File: config.mk
export PLATFORM = sky130hd
export DESIGN_NAME = flop_write_arbiter
export DESIGN_NICKNAME = d
export VERILOG_FILES = /design/src/rtl/flop_write_arbiter.sv
export SDC_FILE = /design/constraint.sdc
export NUM_CORES = 1
export LEC_CHECK = 0
export CAP_MARGIN = 10
export CORE_MARGIN = 2
export CORE_UTILIZATION = 43
export DETAILED_ROUTE_END_ITERATION = 8
export PLACE_DENSITY = 0.8
export RECOVER_POWER = 50
export SETUP_SLACK_MARGIN = 0.15
export SYNTH_ARGS = -nofsm -noshare
export SYNTH_HDL_FRONTEND = slang
export SYNTH_SLANG_ARGS = --single-unit
File: constraint.sdc
create_clock -name clk -period 2.1 [get_ports clk]
set_input_delay 0.42 -clock clk [delete_from_list [all_inputs] [get_ports clk]]
set_output_delay 0.42 -clock clk [all_outputs]
set_load 0.01 [all_outputs]
File: src/rtl/flop_write_arbiter.sv
// flop_write_arbiter: round-robin arbiter feeding one shared enable-gated register (d/en) from N_REQ requesters
//   clk    : rising-edge clock
//   rst    : synchronous reset, active-low
//   req    : per-requester write request
//   lock   : per-requester burst request (qualified by req)
//   data   : requester words, slice i = data[i*WIDTH +: WIDTH]
//   stall  : downstream busy, no grant decided while high
//   gnt    : registered one-hot grant
//   gnt_id : index of current/last grantee
//   d_out  : registered granted word to shared register d
//   en_out : shared register enable, equals |gnt
module flop_write_arbiter #(
  parameter int N_REQ = 4,
  parameter int WIDTH = 8,
  parameter int MAX_BURST = 2
) (
  input  logic                     clk,
  input  logic                     rst,
  input  logic [N_REQ-1:0]         req,
  input  logic [N_REQ-1:0]         lock,
  input  logic [N_REQ*WIDTH-1:0]   data,
  input  logic                     stall,
  output logic [N_REQ-1:0]         gnt,
  output logic [$clog2(N_REQ)-1:0] gnt_id,
  output logic [WIDTH-1:0]         d_out,
  output logic                     en_out
);
  localparam int IW = $clog2(N_REQ);
  localparam int CW = $clog2(MAX_BURST + 1);
  typedef enum logic [1:0] {IDLE, GRANT, BURST} state_t;
  state_t        state;
  logic [IW-1:0] ptr;
  logic [CW-1:0] burst_cnt;
  logic          held;
  logic          found;
  logic [IW-1:0] win;
  logic          cont;
  // ptr always equals last grantee + 1, so an exhausted burst searching from
  // ptr naturally starts at g+1 and still lets a lone requester win again.
  always_comb begin
    found = 1'b0;
    win = '0;
    for (int k = N_REQ - 1; k >= 0; k--) begin
      if (req[(int'(ptr) + k) % N_REQ]) begin
        found = 1'b1;
        win = IW'((int'(ptr) + k) % N_REQ);
      end
    end
  end
  // held keeps burst continuity across a stall, where state is forced to IDLE
  assign cont = (state != IDLE || held) && req[gnt_id] && lock[gnt_id] &&
                burst_cnt < CW'(MAX_BURST - 1);
  always_ff @(posedge clk) begin
    if (!rst) begin
      gnt <= '0;
      en_out <= 1'b0;
      d_out <= '0;
      gnt_id <= '0;
      ptr <= '0;
      burst_cnt <= '0;
      held <= 1'b0;
      state <= IDLE;
    end else if (stall) begin
      gnt <= '0;
      en_out <= 1'b0;
      held <= held || state != IDLE;
      state <= IDLE;
    end else if (cont) begin
      gnt <= N_REQ'(1) << gnt_id;
      en_out <= 1'b1;
      d_out <= data[gnt_id*WIDTH +: WIDTH];
      burst_cnt <= burst_cnt + 1'b1;
      held <= 1'b0;
      state <= BURST;
    end else if (found) begin
      gnt <= N_REQ'(1) << win;
      en_out <= 1'b1;
      d_out <= data[win*WIDTH +: WIDTH];
      gnt_id <= win;
      ptr <= int'(win) == N_REQ - 1 ? '0 : win + 1'b1;
      burst_cnt <= '0;
      held <= 1'b0;
      state <= lock[win] ? BURST : GRANT;
    end else begin
      gnt <= '0;
      en_out <= 1'b0;
      held <= 1'b0;
      state <= IDLE;
    end
  end
endmodule
# [Yosys cells after proc, flatten, opt, wreduce, memory -nomap -nowiden]
# Index checks and enable logic that the tools add are counted.
# Widths: inputs -> output; s select.
[classes] mul=0 n_eq_ne=1 mux=37 div=0 n_addsub=5 shifts=4 order_cmp=7 n_reduce_logical=14 bitwise=7
[ops] operator="$shiftx 32x6->8" count=2
[ops] operator="$mux 2" count=10
[ops] operator="$mux 1" count=16
[ops] operator="$mux 8" count=2
[ops] operator="$bmux 1 s2" count=7
[ops] operator="$lt 3x4->1 const B" count=3
[ops] operator="$lt 2x3->1 const B" count=3
[ops] operator="$mux 4" count=2
[ops] operator="$reduce_or 2->1" count=4
[ops] operator="$shl 1x2->4 const A" count=2
[ops] operator="$add 2x1->2 const B" count=3
[ops] operator="$add 2x2->2 const B" count=2
[ops] operator="$not 1->1" count=4
[ops] operator="$reduce_and 2->1" count=2
[ops] operator="$reduce_bool 2->1" count=2
[ops] operator="$reduce_or 4->1" count=1
[ops] operator="$and 1x1->1 const A" count=3
[ops] operator="$logic_and 1x1->1" count=3
[ops] operator="$reduce_and 3->1" count=1
[ops] operator="$eq 2x1->1 const B" count=1
[ops] operator="$lt 2x1->1 const B" count=1
[ops] operator="$logic_or 1x1->1" count=1
[totals] memories=0 mem_bits_rw=0 mem_bits_ro=0 output_inout_bits=15 inputBits=43 ff_bits=22 latch_bits=0 wordCells=84

# [Longest topological paths before layout]
[logic_depth] word_depth=15 mapped_depth=9 ltp_nobuf=8

# [Worst setup path before layout]
# No wires, ideal clock.
[synth_path] path_type="reg2reg" startpoint="reg gnt_id[0]" endpoint="reg d_out[2]" stages_incl_launch_ff=9 period_less_slack_ns=1.877 slack_ns=0.223 required_ns=1.966 setup_ns=0.134 t_arrival_ns=1.743 path_buffers=2 path_cell_list="dfxtp_1 -> buf_2 -> nand2_2 -> a31oi_4 -> nand2_4 -> a22oi_4 -> buf_12 -> mux2i_1 -> o221ai_1"
[synth_via] elab_chain_len=7 elab_cells_between_ends=11 cone_classes="shift (1); mux (5); reduce/logical (5)"
[synth_rtl] element="from (decl)" line="24" source="output logic [$clog2(N_REQ)-1:0] gnt_id,"
[synth_rtl] element="from (signal assigned)" line="79" source="gnt_id <= win;"
[synth_rtl] element="$bmux 1 s2" line="51" source="assign cont = (state != IDLE || held) && req[gnt_id] && lock[gnt_id] &&"
[synth_rtl] element="$mux 1 (not written as such)" line="51"
[synth_rtl] element="$logic_and 1x1->1 (3 in series)" line="51"
[synth_rtl] element="$reduce_bool 2->1 (no source line)"
[synth_rtl] element="$reduce_and 2->1 (no source line)"
[synth_rtl] element="to (signal assigned)" line="71" source="d_out <= data[gnt_id*WIDTH +: WIDTH];"
[synth_rtl] element="to (signal assigned)" line="78" source="d_out <= data[win*WIDTH +: WIDTH];"
[synth_rtl] element="to (decl)" line="25" source="output logic [WIDTH-1:0] d_out,"
# Several ways; a longest one is shown, not always the timed one. The select of a mux whose other input is x is not followed.
# A chain may end at the register's enable or synchronous reset.

# [Worst setup path in the final report]
[layout_path] startpoint="in lock[1]" endpoint="reg d_out[3]"
[layout_via] elab_chain_len=6 elab_cells_between_ends=7 cone_classes="mux (3); reduce/logical (4)"
[layout_rtl] element="from (decl)" line="20" source="input logic [N_REQ-1:0] lock,"
[layout_rtl] element="$bmux 1 s2 (*)" line="51"
[layout_rtl] element="$mux 1 (not written as such) (*)" line="51"
[layout_rtl] element="$logic_and 1x1->1 (*) (2 in series)" line="51"
[layout_rtl] element="$reduce_bool 2->1 (no source line)"
[layout_rtl] element="$reduce_and 2->1 (no source line)"
# Every way passes the cells marked *; elsewhere a longest branch is shown, timed or not. The select of a mux whose other input is x is not followed.

==> results.sh <==
export IMPL_nFillCells=241
export IMPL_syn_nets=201
export IMPL_p_comb_share_pct=41.5
export IMPL_routed_wl_met2_um=2050
export IMPL_clk_latency_ps=320
export IMPL_finalCriticalPeriod_ps=1970
export IMPL_worst_r2r_endpoint="d_out[3]$_SDFFE_PN0P_"
export IMPL_tightest_slew_ps=364
export IMPL_syn_to_final_growth_pct=63.4
export IMPL_clkPwrFrac_pct=23.7
export IMPL_crit_buf_inv=3
export IMPL_max_freq_ghz=0.507
export IMPL_whs_path_depth=2
export IMPL_hpwl_um=3020
export IMPL_timing_rr_start="gnt_id[0]$_SDFFE_PN0P_"
export IMPL_synthArstFlopShare_pct=0
export IMPL_dieHeight_um=61.3
export IMPL_diodes=0
export IMPL_io_pins=58
export IMPL_drive_gt1_share_pct=22.6
export IMPL_drt_iter0_drc=79
export IMPL_fp_dieW_um=61.3
export IMPL_wl_met1_um=1580
export IMPL_die_area_mm2=0.00376
export IMPL_hold_buffers=0
export IMPL_track_usage_pct=23.1
export IMPL_fin_crit_sh_pct=93.9
export IMPL_seqPwrFrac_pct=34.8
export IMPL_yosys_area_top_type_share_pct=31.2
export IMPL_cp_cell_sequence="clkdlybuf4s50_1 > nand4b_1 > nand4_4 > nand2_4 > a22oi_4 > buf_6 > buf_12 > mux2i_2 > o221ai_1"
export IMPL_hold_ws_ps=485
export IMPL_worstHoldPathType="reg2reg"
export IMPL_slew_headroom_pct=75.7
export IMPL_h_tree_depth=1
export IMPL_highest_layer="met4"
export IMPL_num_vias=1503
export IMPL_irDropWorstVdd_v=0.000324
export IMPL_power_total_mw=1.42
export IMPL_cts_tree="yes"
export IMPL_setup_viol=0
export IMPL_criticalPathCategory="in2reg"
export IMPL_clkTransAtPathRegs_ps=140
export IMPL_fin_area_mm2=0.00231
export IMPL_swShare_pct=30.2
export IMPL_critPathLaunchType="input pin"
export IMPL_core_area_mm2=0.00310
export IMPL_hp_start="d_out[7]$_SDFFE_PN0P_"
export IMPL_wl_per_cell_um=14.4
export IMPL_finalClockSkew_ps=7.62
export IMPL_final_setup_tns_ps=0
export IMPL_critPathSlowestCell="clkdlybuf4s50_1"
export IMPL_synth_top_cell_by_area="dfxtp_1"
export IMPL_cellInternalPower_uw=991
export IMPL_met3_length_um=297
export IMPL_ys_flop_type="dfxtp_1"
export IMPL_power_switching_uw=429
export IMPL_crit_fanout=8
export IMPL_p_leak_nw=1.05
export IMPL_cts_buffer_depth=2
export IMPL_grt_pass1_vias=1538
export IMPL_worstRegToRegCells=8
export IMPL_cp_arrival_ps=2160
export IMPL_status="complete, no violations"
export IMPL_slowest_delay_ps=480
export IMPL_routed_wirelength_um=4010
export IMPL_first_pass_iters=4
export IMPL_cts_root_buf="clkbuf_4"
export IMPL_grt_start_max_net_pins=14
export IMPL_yosysUniqueCellTypes=41
export IMPL_overflow=0
export IMPL_io_buffer_count=57
export IMPL_powerDensity_mw_per_mm2=615
export IMPL_finalHoldViolCount=0
export IMPL_rsz0062_at_grt="yes"
export IMPL_netlist_instances=153
export IMPL_yosysSeqAreaShare_pct=31.2
export IMPL_drc=0
export IMPL_finalMaxSlewViolations=0
export IMPL_ant_nets=0
export IMPL_netlist_area_mm2=0.00141
export IMPL_ff2ff_setup_slack_ps=140
export IMPL_required_ps=2290
export IMPL_cts_sinks=22
export IMPL_gp_congestion=0.825
export IMPL_synth_edf_count=0
export IMPL_end_kind="flip-flop"
export IMPL_vias_per_cell=5.41
export IMPL_rows=20
export IMPL_layout_nets=283
export IMPL_min_to="d_out[7]$_SDFFE_PN0P_"
export IMPL_maxCapViolations=0
export IMPL_ys_warnings_count=0
export IMPL_avgSynthCellArea_um2=9.24
export IMPL_antenna_found_initial=0
export IMPL_cp_top_family="buffers and inverters"
export IMPL_grt_pass1_wl_um=6490
export IMPL_synth_seq_cells=22
export IMPL_initial_core_util_pct=45.6
export IMPL_place_area_mm2=0.00215
export IMPL_synthTopCellsByArea="dfxtp_1 31%, mux2i_1 14%, ha_1 4.4%, nand2_1 4.0%, o221ai_1 3.7%"
export IMPL_cts_buffers=3
-- power by group through the flow --
stage / clock network, mW / logic [mW] / registers [mW]
6_report: 0.337 / 0.589 / 0.494
5_1_grt: 0.353 / 0.637 / 0.499
4_1_cts: 0.341 / 0.575 / 0.499
3_5_place_dp: 0 / 0.535 / 0.506
3_3_place_gp: 0 / 0.519 / 0.503
2_1_floorplan: 0 / 0.288 / 0.506
-- worst max-delay path by stage --
stage | from | endpoint | depth (start not counted)
2_1_floorplan | gnt_id[0]$_SDFFE_PN0P_ | d_out[2]$_SDFFE_PN0P_ | 8
3_3_place_gp | req[1] | d_out[1]$_SDFFE_PN0P_ | 8
3_5_place_dp | req[0] | d_out[0]$_SDFFE_PN0P_ | 8
4_1_cts | burst_cnt[0]$_SDFFE_PN0P_ | d_out[6]$_SDFFE_PN0P_ | 9
5_1_grt | gnt_id[0]$_SDFFE_PN0P_ | d_out[3]$_SDFFE_PN0P_ | 8
6_report | lock[1] | d_out[3]$_SDFFE_PN0P_ | 9
-- layout by cell type (no fill, tap or decap), drive strengths merged, types with 3 or more instances in the layout --
master	count
clkdlybuf4s50	39
buf	27
dfxtp	22
mux2i	20
nand2	17
dlygate4sd3	13
a21oi	12
nor2	10
inv	9
nor2b	6
o221ai	6
dlygate4sd2	5
ha	5
and3	4
o21ai	4
clkbuf	4
nand2b	3
nor4	3
a311oi	3
-- final cells by class --
class | instances | area (um^2) | share of cell area [%]
Inverter | 9 | 33.8 | 1.46
Clock buffer | 3 | 22.5 | 0.975
Sequential cell | 22 | 448 | 19.4
Tap cell | 44 | 55.1 | 2.38
Multi-Input combinational cell | 114 | 893 | 38.7
Timing Repair Buffer | 85 | 827 | 35.8
Clock inverter | 1 | 30.0 | 1.30
-- cells by family after synthesis --
logic type | count (synthesis) | synth area share (%)
multiplexers | 21 | 15.0
adder cells (fa/ha/maj) | 5 | 4.42
AND/OR/NAND/NOR | 52 | 20.4
flip-flops | 22 | 31.2
buffers and inverters | 17 | 7.17
AO/OA/AOI/OAI | 36 | 21.9
-- Yosys cell counts (2+ instances only) --
master,count
dfxtp_1,22
mux2i_1,20
nand2_1,15
nor2_1,10
a21oi_1,9
inv_1,9
nor2b_1,6
o221ai_1,6
ha_1,5
and3_1,4
a21oi_2,3
nand2b_1,3
nor4_1,3
o21ai_0,3
a211oi_1,2
a22o_1,2
a311oi_1,2
buf_2,2
buf_6,2
clkbuf_1,2
nand3b_1,2
nand4b_1,2
-- metrics by stage --
step                util, %  cells  setup WS, ps
global placement       69.4    267          -303
finish                 74.4    278           129
global route           74.4    278          25.6
CTS                    72.9    274           155
floorplan                 -    153           223
detailed placement     69.4    267          -335
-- registers in the layout, summed over array words and instances (netlist names) --
name / count
burst_cnt: 2
d_out: 8
held: 1
en_out: 1
gnt_id: 2
ptr: 2
gnt: 4
state: 2
-- routing by layer --
metal | vias to the layer above | GRT usage (%)
li1 | 722 | -
met1 | 702 | 25.9
met2 | 71 | 41.6
met3 | 8 | 4.41
met4 | 0 | 11.6
met5 | - | 0
-- worst reg2reg max path, cell delays in order, from the launching register on --
cell and delay, ps:
dfxtp_4 390, nand3b_1 240, a31oi_4 260, nand2_4 100, a22oi_4 220, buf_6 130
buf_12 120, mux2i_2 220, o221ai_1 160
-- what timing repair did --
| action | CTS | global route |
|---|---|---|
| resized for setup | 10 | 13 |
| endpoints found under the setup margin | 13 | 11 |
| setup buffers | 2 | 4 |
| cloned | 1 | 0 |
| pin swaps | 4 | 7 |
Power figures use the tool's default switching activity.
